File: config.mk
export PLATFORM = sky130hd
export DESIGN_NAME = motoro3_ramp_scheduler_flat
export DESIGN_NICKNAME = d
export VERILOG_FILES = /design/src/rtl/motoro3_pkg.sv /design/src/rtl/motoro3_ramp_scheduler_if.sv /design/src/rtl/motoro3_step_watchdog.sv /design/src/rtl/motoro3_ramp_scheduler.sv /design/src/flat_wrapper.sv
export SDC_FILE = /design/constraint.sdc
export NUM_CORES = 1
export LEC_CHECK = 0
export ABC_AREA = 0
export CORE_MARGIN = 10
export CORE_UTILIZATION = 50
export DETAILED_ROUTE_END_ITERATION = 12
export PLACE_DENSITY = 0.72
export SETUP_SLACK_MARGIN = 0.3
export SKIP_LAST_GASP = 1
export SYNTH_ARGS = -nofsm -noshare
export SYNTH_HDL_FRONTEND = slang
export SYNTH_SLANG_ARGS = --single-unit
File: constraint.sdc
create_clock -name clk -period 6.1 [get_ports clk]
set_input_delay 1.22 -clock clk [delete_from_list [all_inputs] [get_ports clk]]
set_output_delay 1.22 -clock clk [all_outputs]
set_load 0.01 [all_outputs]
File: src/rtl/motoro3_pkg.sv
// Shared types and helpers for the motoro3 open-loop speed-ramp scheduler.
// Holds the FSM state encoding, the period width and the period clamp.
package motoro3_pkg;

    localparam int PW = 25;

    typedef enum logic [2:0] {
        IDLE  = 3'd0,
        SLEW  = 3'd1,
        RUN   = 3'd2,
        STOP  = 3'd3,
        FAULT = 3'd4
    } state_t;

    function automatic logic [PW-1:0] clamp_period(input logic [PW-1:0] p,
                                                   input logic [PW-1:0] lo,
                                                   input logic [PW-1:0] hi);
        if (p < lo)
            return lo;
        else if (p > hi)
            return hi;
        else
            return p;
    endfunction

endpackage

File: src/rtl/motoro3_ramp_scheduler_if.sv
// Host/step-generator facing bundle of the ramp scheduler.
// master = host plus step generator side, slave = the scheduler.
interface motoro3_ramp_scheduler_if;
    import motoro3_pkg::*;

    logic          run_req;
    logic [PW-1:0] target_period;
    logic          step_tick;
    logic          fault_in;
    logic          fault_clr;
    logic          m3start;
    logic [PW-1:0] step_period;
    state_t        state;
    logic          at_speed;
    logic          fault;
    logic [15:0]   step_cnt;

    modport master (
        output run_req, target_period, step_tick, fault_in, fault_clr,
        input  m3start, step_period, state, at_speed, fault, step_cnt
    );

    modport slave (
        input  run_req, target_period, step_tick, fault_in, fault_clr,
        output m3start, step_period, state, at_speed, fault, step_cnt
    );

endinterface

File: src/rtl/motoro3_step_watchdog.sv
// Stalled-generator watchdog: counts cycles between commutation steps while
// the generator is enabled and flags a timeout when the limit is reached.
module motoro3_step_watchdog #(
    parameter int unsigned WDOG_CYCLES = 4_000_000
) (
    input  logic clk,
    input  logic rst,
    input  logic step_tick,
    input  logic enable,
    output logic timeout
);

    localparam int CW = $clog2(WDOG_CYCLES + 1);
    localparam logic [CW-1:0] LIMIT = CW'(WDOG_CYCLES);

    logic [CW-1:0] cnt;

    // Counter saturates at the limit so timeout stays asserted until cleared.
    always_ff @(posedge clk or posedge rst) begin
        if (rst)
            cnt <= '0;
        else if (!enable || step_tick)
            cnt <= '0;
        else if (cnt != LIMIT)
            cnt <= cnt + 1'b1;
    end

    assign timeout = enable && (cnt == LIMIT);

endmodule

File: src/rtl/motoro3_ramp_scheduler.sv
// Open-loop speed-ramp controller for the 3-phase commutation step generator.
// Optional stall watchdog enabled by MOTORO3_RAMP_WATCHDOG_EN.
module motoro3_ramp_scheduler
    import motoro3_pkg::*;
#(
    parameter logic [PW-1:0] START_PERIOD = 25'd1_666_667,
    parameter logic [PW-1:0] MIN_PERIOD   = 25'd16_667,
    parameter logic [PW-1:0] STEP_DELTA   = 25'd16_667,
    parameter int unsigned   WDOG_CYCLES  = 4_000_000
) (
    input logic                      clk,
    input logic                      rst,
    motoro3_ramp_scheduler_if.slave  bus
);

    state_t        state;
    logic          m3start;
    logic [PW-1:0] step_period;
    logic          at_speed;
    logic          fault;
    logic [15:0]   step_cnt;

    logic [PW-1:0] tgt;
    logic [PW:0]   up_sum;
    logic [PW:0]   dn_floor;
    logic [PW-1:0] slew_next;
    logic [PW-1:0] stop_next;
    logic          wdog_timeout;
    logic          fault_evt;

`ifdef MOTORO3_RAMP_WATCHDOG_EN
    motoro3_step_watchdog #(
        .WDOG_CYCLES (WDOG_CYCLES)
    ) u_wdog (
        .clk       (clk),
        .rst       (rst),
        .step_tick (bus.step_tick),
        .enable    (m3start),
        .timeout   (wdog_timeout)
    );
`else
    wire unused_wdog_cfg = ^WDOG_CYCLES;
    assign wdog_timeout = 1'b0;
`endif

    // Slew arithmetic runs one bit wide so neither step can wrap.
    always_comb begin
        tgt       = clamp_period(bus.target_period, MIN_PERIOD, START_PERIOD);
        up_sum    = {1'b0, step_period} + {1'b0, STEP_DELTA};
        dn_floor  = {1'b0, tgt} + {1'b0, STEP_DELTA};
        slew_next = tgt;
        if (step_period > tgt) begin
            if ({1'b0, step_period} >= dn_floor)
                slew_next = step_period - STEP_DELTA;
        end else if (step_period < tgt) begin
            if (up_sum < {1'b0, tgt})
                slew_next = up_sum[PW-1:0];
        end
        stop_next = (up_sum >= {1'b0, START_PERIOD}) ? START_PERIOD : up_sum[PW-1:0];
    end

    assign fault_evt = (bus.fault_in || wdog_timeout) && (state != IDLE);

    always_ff @(posedge clk or posedge rst) begin
        if (rst) begin
            state       <= IDLE;
            m3start     <= 1'b0;
            step_period <= START_PERIOD;
            at_speed    <= 1'b0;
            fault       <= 1'b0;
            step_cnt    <= '0;
        end else if (fault_evt) begin
            state       <= FAULT;
            m3start     <= 1'b0;
            step_period <= START_PERIOD;
            at_speed    <= 1'b0;
            fault       <= 1'b0 | 1'b1;
        end else begin
            if (m3start && bus.step_tick)
                step_cnt <= step_cnt + 16'd1;
            unique case (state)
                IDLE: begin
                    if (bus.run_req) begin
                        state       <= SLEW;
                        m3start     <= 1'b1;
                        step_period <= START_PERIOD;
                        step_cnt    <= '0;
                    end
                end
                SLEW: begin
                    if (!bus.run_req) begin
                        state <= STOP;
                    end else if (bus.step_tick) begin
                        step_period <= slew_next;
                        if (slew_next == tgt) begin
                            state    <= RUN;
                            at_speed <= 1'b1;
                        end
                    end
                end
                RUN: begin
                    // A tick coinciding with the stop request does not move the period.
                    if (!bus.run_req) begin
                        state    <= STOP;
                        at_speed <= 1'b0;
                    end else if (tgt != step_period) begin
                        state    <= SLEW;
                        at_speed <= 1'b0;
                    end
                end
                STOP: begin
                    if (bus.run_req) begin
                        state <= SLEW;
                    end else if (bus.step_tick) begin
                        if (step_period == START_PERIOD) begin
                            state   <= IDLE;
                            m3start <= 1'b0;
                        end else begin
                            step_period <= stop_next;
                        end
                    end
                end
                FAULT: begin
                    if (bus.fault_clr && !bus.run_req) begin
                        state <= IDLE;
                        fault <= 1'b0;
                    end
                end
                default: begin
                    state   <= FAULT;
                    m3start <= 1'b0;
                    fault   <= 1'b1;
                end
            endcase
        end
    end

    assign bus.state       = state;
    assign bus.m3start     = m3start;
    assign bus.step_period = step_period;
    assign bus.at_speed    = at_speed;
    assign bus.fault       = fault;
    assign bus.step_cnt    = step_cnt;

endmodule

File: src/flat_wrapper.sv
// flat-port wrapper written by rule: the top's interface ports become plain ports
module motoro3_ramp_scheduler_flat import motoro3_pkg::*;
#(
    parameter logic [PW-1:0] START_PERIOD = 25'd1_666_667,
    parameter logic [PW-1:0] MIN_PERIOD   = 25'd16_667,
    parameter logic [PW-1:0] STEP_DELTA   = 25'd16_667,
    parameter int unsigned   WDOG_CYCLES  = 4_000_000
)
  (clk, rst, bus_run_req, bus_target_period, bus_step_tick, bus_fault_in, bus_fault_clr, bus_m3start, bus_step_period, bus_state, bus_at_speed, bus_fault, bus_step_cnt);
  motoro3_ramp_scheduler_if bus_i ();
  input logic clk;
  input logic rst;
  input wire logic [$bits(bus_i.run_req)-1:0] bus_run_req;
  input wire logic [$bits(bus_i.target_period)-1:0] bus_target_period;
  input wire logic [$bits(bus_i.step_tick)-1:0] bus_step_tick;
  input wire logic [$bits(bus_i.fault_in)-1:0] bus_fault_in;
  input wire logic [$bits(bus_i.fault_clr)-1:0] bus_fault_clr;
  output wire logic [$bits(bus_i.m3start)-1:0] bus_m3start;
  output wire logic [$bits(bus_i.step_period)-1:0] bus_step_period;
  output wire logic [$bits(bus_i.state)-1:0] bus_state;
  output wire logic [$bits(bus_i.at_speed)-1:0] bus_at_speed;
  output wire logic [$bits(bus_i.fault)-1:0] bus_fault;
  output wire logic [$bits(bus_i.step_cnt)-1:0] bus_step_cnt;
  assign bus_i.run_req = bus_run_req;
  assign bus_i.target_period = bus_target_period;
  assign bus_i.step_tick = bus_step_tick;
  assign bus_i.fault_in = bus_fault_in;
  assign bus_i.fault_clr = bus_fault_clr;
  assign bus_m3start = bus_i.m3start;
  assign bus_step_period = bus_i.step_period;
  assign bus_state = bus_i.state;
  assign bus_at_speed = bus_i.at_speed;
  assign bus_fault = bus_i.fault;
  assign bus_step_cnt = bus_i.step_cnt;
  motoro3_ramp_scheduler #(.START_PERIOD(START_PERIOD), .MIN_PERIOD(MIN_PERIOD), .STEP_DELTA(STEP_DELTA), .WDOG_CYCLES(WDOG_CYCLES)) u_core (.clk(clk), .rst(rst), .bus(bus_i));
endmodule
; Yosys cells after proc, flatten, opt, wreduce, memory -nomap -nowiden
; Cells that the tools add are included.
[word_totals]
ff_bits = 47
input_bits = 31
output_inout_bits = 47
[op_classes]
n_addsub = 4
magnitude_cmp = 7
n_eq_ne = 23
muxes = 46
n_reduce_logical = 15
[op_table]
columns = op, n
row1 = $mux W25, 14
row2 = $pmux W25 S3, 1
row3 = $add A25 B15 Y26 const B, 2
row4 = $mux W16, 3
row5 = $mux W3, 11
row6 = $ge A25 B26 Y1, 1
row7 = $ge A26 B21 Y1 const B, 1
row8 = $lt A26 B25 Y1, 1
row9 = $eq A25 B21 Y1 const B, 1
row10 = $eq A25 B25 Y1, 1
row11 = $gt A25 B21 Y1 const B, 1
row12 = $gt A25 B25 Y1, 1
row13 = $lt A25 B15 Y1 const B, 1
row14 = $lt A25 B25 Y1, 1
row15 = $ne A25 B25 Y1, 1
row16 = $sub A25 B15 Y25 const B, 1
row17 = $ne A3 B2 Y1 const B, 6
row18 = $add A16 B1 Y16 const B, 1
row19 = $pmux W3 S5, 1
row20 = $reduce_and A7 Y1, 2
row21 = $mux W1, 13
row22 = $ne A4 B2 Y1 const B, 3
row23 = $reduce_and A5 Y1, 2
row24 = $ne A3 B1 Y1 const B, 3
row25 = 15 further kinds, 22

; Depth between registers and ports, before layout
; Gate-level depths: netlist of run 1.
[depth]
word_depth = 13
ltp_mapped = 31
depth_no_buf = 26

; Worst setup path after synthesis of run 1
; No wires, ideal clock.
[synth_timing]
path_kind = input port to flip-flop
startpoint = input port bus_target_period[3]
endpoint = register u_core.step_period[15], in the netlist u_core.bus.step_period[15]
t_arrival_ns = 6.562
required_time_ns = 5.976
path_slack_ns = -0.586
stages = 29
n_path_buf = 5
path_cell_list = clkbuf_1 -> nor2_1 -> o31a_1 -> o211a_1 -> o21ai_0 -> clkbuf_1 -> nor2_1 -> ha_1 -> nor2b_1 -> nor3_1 -> or3_1 -> a21oi_1 -> nand3_1 -> o21ai_0 -> nand2_1 -> ha_1 -> a21oi_1 -> nand2_1 -> a221o_1 -> o211ai_1 -> and3_1 -> clkbuf_1 -> clkbuf_1 -> buf_1 -> nand2_1 -> o21ai_0 -> mux2i_1 -> and2_1 -> a211o_1
[synth_via]
elab_chain_cells = 11
[synth_lines]
columns = item, line_no
row1 = from (decl), flat_wrapper.sv:14  ; input wire logic [$bits(bus_i.target_period)-1:0] bus_target_period;
row2 = $gt A25 B21 Y1, motoro3_pkg.sv:20  ; else if (p > hi)
row3 = $mux W25, motoro3_pkg.sv:20
row4 = $mux W25 *, motoro3_pkg.sv:18  ; if (p < lo)
row5 = $add A25 B15 Y26 / $lt A26 B25 Y1 (equally long branches), "motoro3_ramp_scheduler.sv:50, motoro3_ramp_scheduler.sv:56"
row6 = $ge A25 B26 Y1 / $mux W25 (equally long branches), "motoro3_ramp_scheduler.sv:53, motoro3_ramp_scheduler.sv:56"
row7 = $mux W25 (on tied branches), "motoro3_ramp_scheduler.sv:53, motoro3_ramp_scheduler.sv:55"
row8 = $mux W25 *, motoro3_ramp_scheduler.sv:52  ; if (step_period > tgt) begin
row9 = $mux W25 *, motoro3_ramp_scheduler.sv:93  ; end else if (bus.step_tick) begin
row10 = $mux W25 *, motoro3_ramp_scheduler.sv:91  ; if (!bus.run_req) begin
row11 = $pmux W25 S3 *, motoro3_ramp_scheduler.sv:81  ; unique case (state)
row12 = $mux W25 *, motoro3_ramp_scheduler.sv:72  ; end else if (fault_evt) begin
row13 = to (signal assigned), motoro3_ramp_scheduler.sv:94  ; step_period <= slew_next;
row14 = to (signal assigned), motoro3_ramp_scheduler.sv:119  ; step_period <= stop_next;
row15 = to (decl), motoro3_ramp_scheduler.sv:18  ; logic [PW-1:0] step_period;
; Mark *: on every way between the ends. The rest lies on a longest branch, timed or not. The select of a mux whose other input is x is not followed.
; A chain may end at the register's enable or synchronous reset.

; Worst setup path after layout of run 1
[layout_timing]
startpoint = input port bus_target_period[5]
endpoint = register u_core.at_speed, in the netlist u_core.bus.at_speed
[layout_via]
elab_chain_cells = 10
[layout_lines]
columns = item, line_no
row1 = $gt A25 B21 Y1, motoro3_pkg.sv:20
row2 = $mux W25, motoro3_pkg.sv:20
row3 = $mux W25 *, motoro3_pkg.sv:18
row4 = $add A25 B15 Y26 / $lt A26 B25 Y1 (equally long branches), "motoro3_ramp_scheduler.sv:50, motoro3_ramp_scheduler.sv:56"
row5 = $ge A25 B26 Y1 / $mux W25 (equally long branches), "motoro3_ramp_scheduler.sv:53, motoro3_ramp_scheduler.sv:56"
row6 = $mux W25 (on tied branches), "motoro3_ramp_scheduler.sv:53, motoro3_ramp_scheduler.sv:55"
row7 = $mux W25, motoro3_ramp_scheduler.sv:52
row8 = $eq A25 B25 Y1, motoro3_ramp_scheduler.sv:95  ; if (slew_next == tgt) begin
row9 = $ne A3 B1 Y1 (no source line), --
row10 = $reduce_and A5 Y1 (no source line) *, --
row11 = to (signal assigned), motoro3_ramp_scheduler.sv:97  ; at_speed <= 1'b1;
row12 = to (signal assigned), motoro3_ramp_scheduler.sv:105  ; at_speed <= 1'b0;
row13 = to (signal assigned), motoro3_ramp_scheduler.sv:108  ; at_speed <= 1'b0;
row14 = to (decl), motoro3_ramp_scheduler.sv:19  ; logic at_speed;
; Mark *: on every way between the ends. The rest lies on a longest branch, timed or not.

==> results.cfg, run 1 <==
[sta]
slew_headroom_pct = 31.8
min_period_ns = 6.02
clock.fmax_mhz = 166
setup_viol = 0
fin_hold_ws_ns = 0.499
rsz0062_at_grt = yes
final_hold_viol_count = 0
fin_ws_ns = 0.0838
worstMarginPinSlew_ns = 1.02
finalCritPeriodShare_pct = 98.6
fin_skew_ns = 0.00538
final_max_slew_viol_count = 0

[worst_setup_path]
cp_max_fo = 6
crit_path_frequent_cell = buf_4
cpMaxStageDelayCell = nor4b_4
worstSetupEndpointType = register
startpoint_type = input pin
critPathBufInv = 21
path_delay_family = buffers and inverters
cp.arrival_ns = 6.20
slowest_delay_ns = 0.32
cp.required_ns = 6.28
crit_type = input pin to register

[yosys]
ys_ff_latch = 47
avgSynthCellArea_sq_um = 7.31
synth_top_area_share_pct = 12.6
ys_seq_area_share_pct = 15.2
synth_edf_count = 0
syn_inst = 1076
syn_area_sq_mm = 0.00786
synthArstFlopShare_pct = 100
yosysWarnings = 0
synth_area_leaders = ha_1 (13%), dfrtp_1 (11%), o21ai_0 (5.4%)
synth-main-ff-cell = dfrtp_1
synthDistinctLibCells = 84
yosysTopAreaCell = ha_1

[power]
ir_drop_mv = 0.242
power_density_mw_per_mm2 = 329
total_power_w = 0.00351
power_leakage_nw = 4.81

[cells_and_area]
drive_gt1_share_pct = 25.0
antenna_cells = 0
syn_to_final_growth_pct = 35.9
fin_util_pct = 69.8
nets = 1400

[clock_tree]
cts_buffer_depth = 2
clkTransAtPathRegs_ns = 0.07
clkSinkCount = 47
h-tree-depth = 2
clk_latency_ns = 0.30
cts_buffers = 5
cts_tree = built
cts_root_buf = clkbuf_16

[floorplanning]
initial_core_util_pct = 51.3
die-area_sq_mm = 0.0211
rows = 45
core_sq_mm = 0.0153
die_w_um = 145
ios = 78
dieHeight_um = 145

[drt]
drtPass1Iterations = 6
wl_met2_um = 14000
ant_nets = 0
drc = 0
wl_um = 32700
num_vias = 9788
vias_per_cell = 6.52
wl_per_cell_um = 21.8
wl_met1_um = 13100
dr_wl_met3_um = 4090
highest_layer = met4
drt-initial-drc-count = 1295

[global_route]
grt_pass1_vias = 9053
antenna_found_initial = 0
grt_usage_pct = 29.1
grt_pass1_wl_um = 50800
grt_max_degree = 48
overflow = 0

[place]
gp_congestion = 1.03
numPortBuffers = 77
dp_hpwl_um = 24000
dpl_worst_slack_ns = -0.542

[flow_run]
max-cap-violations = 0

[outcome]
status = finished clean

[min_path]
hold_path.class = register to register
layout by cell type, fill, tap and decap left out, types with 8 or more instances in the layout:
cell type / count
buf_4: 175
nand2_1: 90
nor2_1: 81
ha_1: 77
o21ai_0: 75
a21oi_1: 67
clkdlybuf4s50_1: 52
inv_1: 44
xnor2_1: 37
xor2_1: 34
dfrtp_1: 34
nand4_1: 32
nand3_1: 28
mux2i_1: 23
a211oi_1: 21
nor3_1: 21
o211ai_1: 18
and3_1: 18
buf_6: 16
a21o_1: 15
buf_2: 14
dfstp_2: 13
and2_1: 12
conb_1: 12
o21a_1: 11
o21ai_1: 11
nor4_1: 11
a31oi_1: 11
nand2b_1: 10
a21oi_2: 9
o32a_1: 9
nor2b_1: 8
mux2_2: 8
final cells by class:
class	count	area, sq um
timing repair buffer	269	2230
inverter	49	184
multi-input combinational	918	6670
clock inverter	3	22.5
fill	1280	4630
tap	211	264
sequential	47	1190
clock buffer	5	125
flip-flops by register name, summed over array words and instances (netlist names):
| signal | count |
|---|---|
| u_core.bus.state | 3 |
| u_core.bus.step_cnt | 16 |
| u_core.bus.fault | 1 |
| u_core.bus.at_speed | 1 |
| u_core.bus.m3start | 1 |
| u_core.bus.step_period | 25 |
where the power goes:
group	switching (W)	internal, W	total [W]
clock	0.000131	0.000154	0.000284
sequential	0.000185	0.000388	0.000573
combinational	0.00156	0.00109	0.00266
total	0.00188	0.00163	0.00351
worst register-to-register path, cell delays in order (launching register included):
cell and delay (ns):
dfstp_2 0.65, inv_1 0.19, ha_1 0.31, nand2b_1 0.18, a21boi_1 0.48, buf_4 0.25, o21ai_0 0.11, xor2_1 0.20
inv_1 0.14, ha_1 0.33, a21o_1 0.17, a211oi_1 0.22, o21ai_0 0.14, a221oi_2 0.30, o21ai_1 0.20, a41oi_4 0.28
buf_12 0.17, mux2_2 0.35, a211oi_2 0.24, a41oi_1 0.15, a2bb2oi_1 0.16
metrics by stage:
| step | cell area (sq um) | setup TNS, ns | cells |
|---|---|---|---|
| CTS | 10500 | 0 | 1501 |
| detailed placement | 9830 | -7.59 | 1445 |
| global route | 10700 | -0.0486 | 1502 |
| global placement | 9830 | -4.62 | 1445 |
| floorplan | 8020 | 0 | 1087 |
| finish | 10700 | 0 | 1502 |
cells by family after synthesis:
family	synth area share (%)
AND/OR/NAND/NOR	24.2
AO/OA/AOI/OAI	29.5
buffers and inverters	6.00
adder cells (fa/ha/maj)	12.6
XOR/XNOR	8.31
flip-flops	15.2
multiplexers	4.22
other	0.0477
cells in the mapped netlist, types with 6 or more instances:
| cell type | count |
|---|---|
| nand2_1 | 92 |
| nor2_1 | 87 |
| o21ai_0 | 85 |
| ha_1 | 79 |
| a21oi_1 | 77 |
| clkbuf_1 | 63 |
| inv_1 | 46 |
| xnor2_1 | 37 |
| xor2_1 | 35 |
| dfrtp_1 | 34 |
| nand4_1 | 32 |
| nand3_1 | 30 |
| nor3_1 | 26 |
| a211oi_1 | 24 |
| mux2i_1 | 23 |
| and3_1 | 20 |
| o211ai_1 | 18 |
| a21o_1 | 15 |
| nor4_1 | 14 |
| a31oi_1 | 13 |
| dfstp_2 | 13 |
| and2_1 | 12 |
| o21a_1 | 11 |
| nand2b_1 | 10 |
| nor2b_1 | 9 |
| o32a_1 | 9 |
| mux2_2 | 8 |
| o22ai_1 | 8 |
| or3_1 | 8 |
| a211o_1 | 6 |
| a311oi_1 | 6 |
| a32o_1 | 6 |
| nand3b_1 | 6 |
| o311ai_0 | 6 |
| o31ai_1 | 6 |
routing by layer:
metal  GRT usage, %  up-vias
met1           39.0     4561
met3           7.48      143
met5              0        -
met4           11.1        0
met2           43.6      625
li1               -     4459
what timing repair did:
action / CTS / global route
resized for setup: 128 / 52
endpoints found under the setup margin: 28 / 26
hold buffers: 0 / 0
pin swaps: 38 / 38
buffers inserted: 48 / 1
path summary, 6_finish.rpt:
kind	start	endpoint	slack, ns	cells after the start
max	bus_target_period[5]	u_core.bus.at_speed	0.08	31
min	u_core.bus.step_cnt[15]	u_core.bus.step_cnt[15]	0.50	1
min reg2reg	u_core.bus.step_cnt[15]	u_core.bus.step_cnt[15]	0.50	1
max in group asynchronous	rst	u_core.bus.step_period[17]	3.98	2
min in group asynchronous	rst	u_core.bus.step_cnt[15]	1.49	2
max reg2reg	u_core.bus.step_period[0]	u_core.bus.step_period[5]	0.81	20
Power figures use the tool's default switching activity.
==> run 2, diff against run 1 <==
GPL_TIMING_DRIVEN = 0   (was unset)
==> run 2 against run 1 <==
Compared with the run above: the run now ends with negative setup slack left; sequential power down 10%; flip-flop and latch count unchanged; design area fell by 2.3%; largest cell class unchanged; largest power group unchanged.
==> results.cfg, run 2 (synthesis results as in run 1) <==
[sta]
rsz0062_at_grt = yes
final_hold_viol_count = 0
fin_setup_tns_ns = -7.66
finalCritPeriodShare_pct = 109
fin_hold_ws_ns = 0.492
fin_skew_ns = 0.00755
clock.fmax_mhz = 150
setup_viol = 28
fin_ws_ns = -0.550
slew_headroom_pct = 35.6
worstMarginPinSlew_ns = 0.964
min_period_ns = 6.65
final_max_slew_viol_count = 0

[worst_setup_path]
cp.required_ns = 6.28
cp_max_fo = 4
crit_path_frequent_cell = buf_4
startpoint_type = input pin
cp.arrival_ns = 6.83
slowest_delay_ns = 0.56
worstSetupEndpointType = register
cpMaxStageDelayCell = nor4_1
crit_type = input pin to register

[flow_run]
max-cap-violations = 0

[global_route]
grt_usage_pct = 30.7
grt_pass1_vias = 9268
overflow = 0
grt_max_degree = 35
antenna_found_initial = 0
grt_pass1_wl_um = 53100

[cells_and_area]
reg_top3 = u_core.bus.step_period (25), u_core.bus.step_cnt (16), u_core.bus.state (3)
nets = 1348
drive_gt1_share_pct = 20.2
finalNonFillerCells = 1450
final_common_cell = nand2_1
antenna_cells = 0
syn_to_final_growth_pct = 32.8
top_register = u_core.bus.step_period
fillCellCount = 1303
final_cell_mix = nand2_1 (87), ha_1 (77), o21ai_0 (74)
largest_reg_flops = 25
fin_util_pct = 68.2

[drt]
drtPass1Iterations = 9
ant_nets = 0
drt-initial-drc-count = 1517
wl_um = 34700
vias_per_cell = 6.73
drc = 0
wl_per_cell_um = 24.0
num_vias = 9765

[power]
power_density_mw_per_mm2 = 337
power_leakage_nw = 4.52
ir_drop_mv = 0.266

[floorplanning]
dieHeight_um = 145
die-area_sq_mm = 0.0211
die_w_um = 145
initial_core_util_pct = 51.3
ios = 78
rows = 45
core_sq_mm = 0.0153

[place]
gp_congestion = 1.01
place_inst = 1367
dp_hpwl_um = 25100
numPortBuffers = 68

[clock_tree]
clkSinkCount = 47
hold_buffers = 0
clkTransAtPathRegs_ns = 0.07
h-tree-depth = 2
cts_root_buf = clkbuf_16
cts_buffer_depth = 2
cts_buffers = 5
cts_tree = built
clk_latency_ns = 0.30

[min_path]
hold_path.class = register to register

[outcome]
violations = negative setup slack
status = complete, but fails checks
## run 2: cell count changes in the layout (fill, tap and decap cells not counted), sizes merged
cell / before / now
clkdlybuf4s15: 3 / 1
inv: 50 / 48
clkinv: 2 / 1
clkbuf: 7 / 71
buf: 209 / 99
dlygate4sd2: 3 / 0
clkinvlp: 0 / 2
## run 2: timing repair
action | 4_1_cts | 5_1_grt
endpoints found under the hold margin | 0 | 0
buffers inserted | 63 | 10
resized for setup | 220 | 30
pin swaps | 67 | 26
cloned | 2 | 0
setup endpoints to repair | 29 | 28
## run 2: where the power goes
part | total [W] | internal [W] | switching [W]
sequential | 0.000515 | 0.000387 | 0.000127
combinational | 0.00272 | 0.00100 | 0.00171
clock | 0.000291 | 0.000154 | 0.000137
total | 0.00352 | 0.00154 | 0.00198
## run 2: final timing paths
kind / from / endpoint / slack (ns) / depth (start not counted)
min in group asynchronous: rst / u_core.bus.step_period[12] / 1.23 / 2
max: bus_target_period[21] / u_core.bus.at_speed / -0.55 / 32
min reg2reg: u_core.bus.step_cnt[15] / u_core.bus.step_cnt[15] / 0.49 / 1
max reg2reg: u_core.bus.step_period[0] / u_core.bus.step_period[8] / 0.06 / 20
max in group asynchronous: rst / u_core.bus.step_period[14] / 4.29 / 3
min: u_core.bus.step_cnt[15] / u_core.bus.step_cnt[15] / 0.49 / 1
## run 2: layout make-up
class / count / area (sq um) / area share, %
clock inverters: 2 / 16.3 / 0.156
well taps: 211 / 264 / 2.53
inverters: 49 / 188 / 1.80
multi-input cells: 918 / 6820 / 65.3
plain buffers: 73 / 528 / 5.06
repair buffers: 144 / 1300 / 12.5
flip-flops and latches: 47 / 1190 / 11.4
clock buffers: 6 / 129 / 1.23
## run 2: layer usage
metal  vias up  GRT usage, %  routed length [um]
li1       4338             -                   -
met1      4520          39.3               13600
met2       744          46.2               14600
met3       163          10.3                4730
met4         0          13.0                1750
met5         -             0                   0
## run 2: critical path: cells and delay by family
family / cells / cell delay (ns)
compound gates: 4 / 0.74
mux: 1 / 0.34
buf+inv: 22 / 2.84
simple gates: 5 / 1.69
## run 2: stage by stage
stage,setup slack (ns),area [sq um],power (W)
detailed placement,-2.46,8990,0.00287
CTS,-0.153,10200,0.00334
global placement,-2.48,8970,0.00287
floorplan,0.0857,8020,0.00208
finish,-0.550,10400,0.00352
global route,-0.477,10400,0.00372
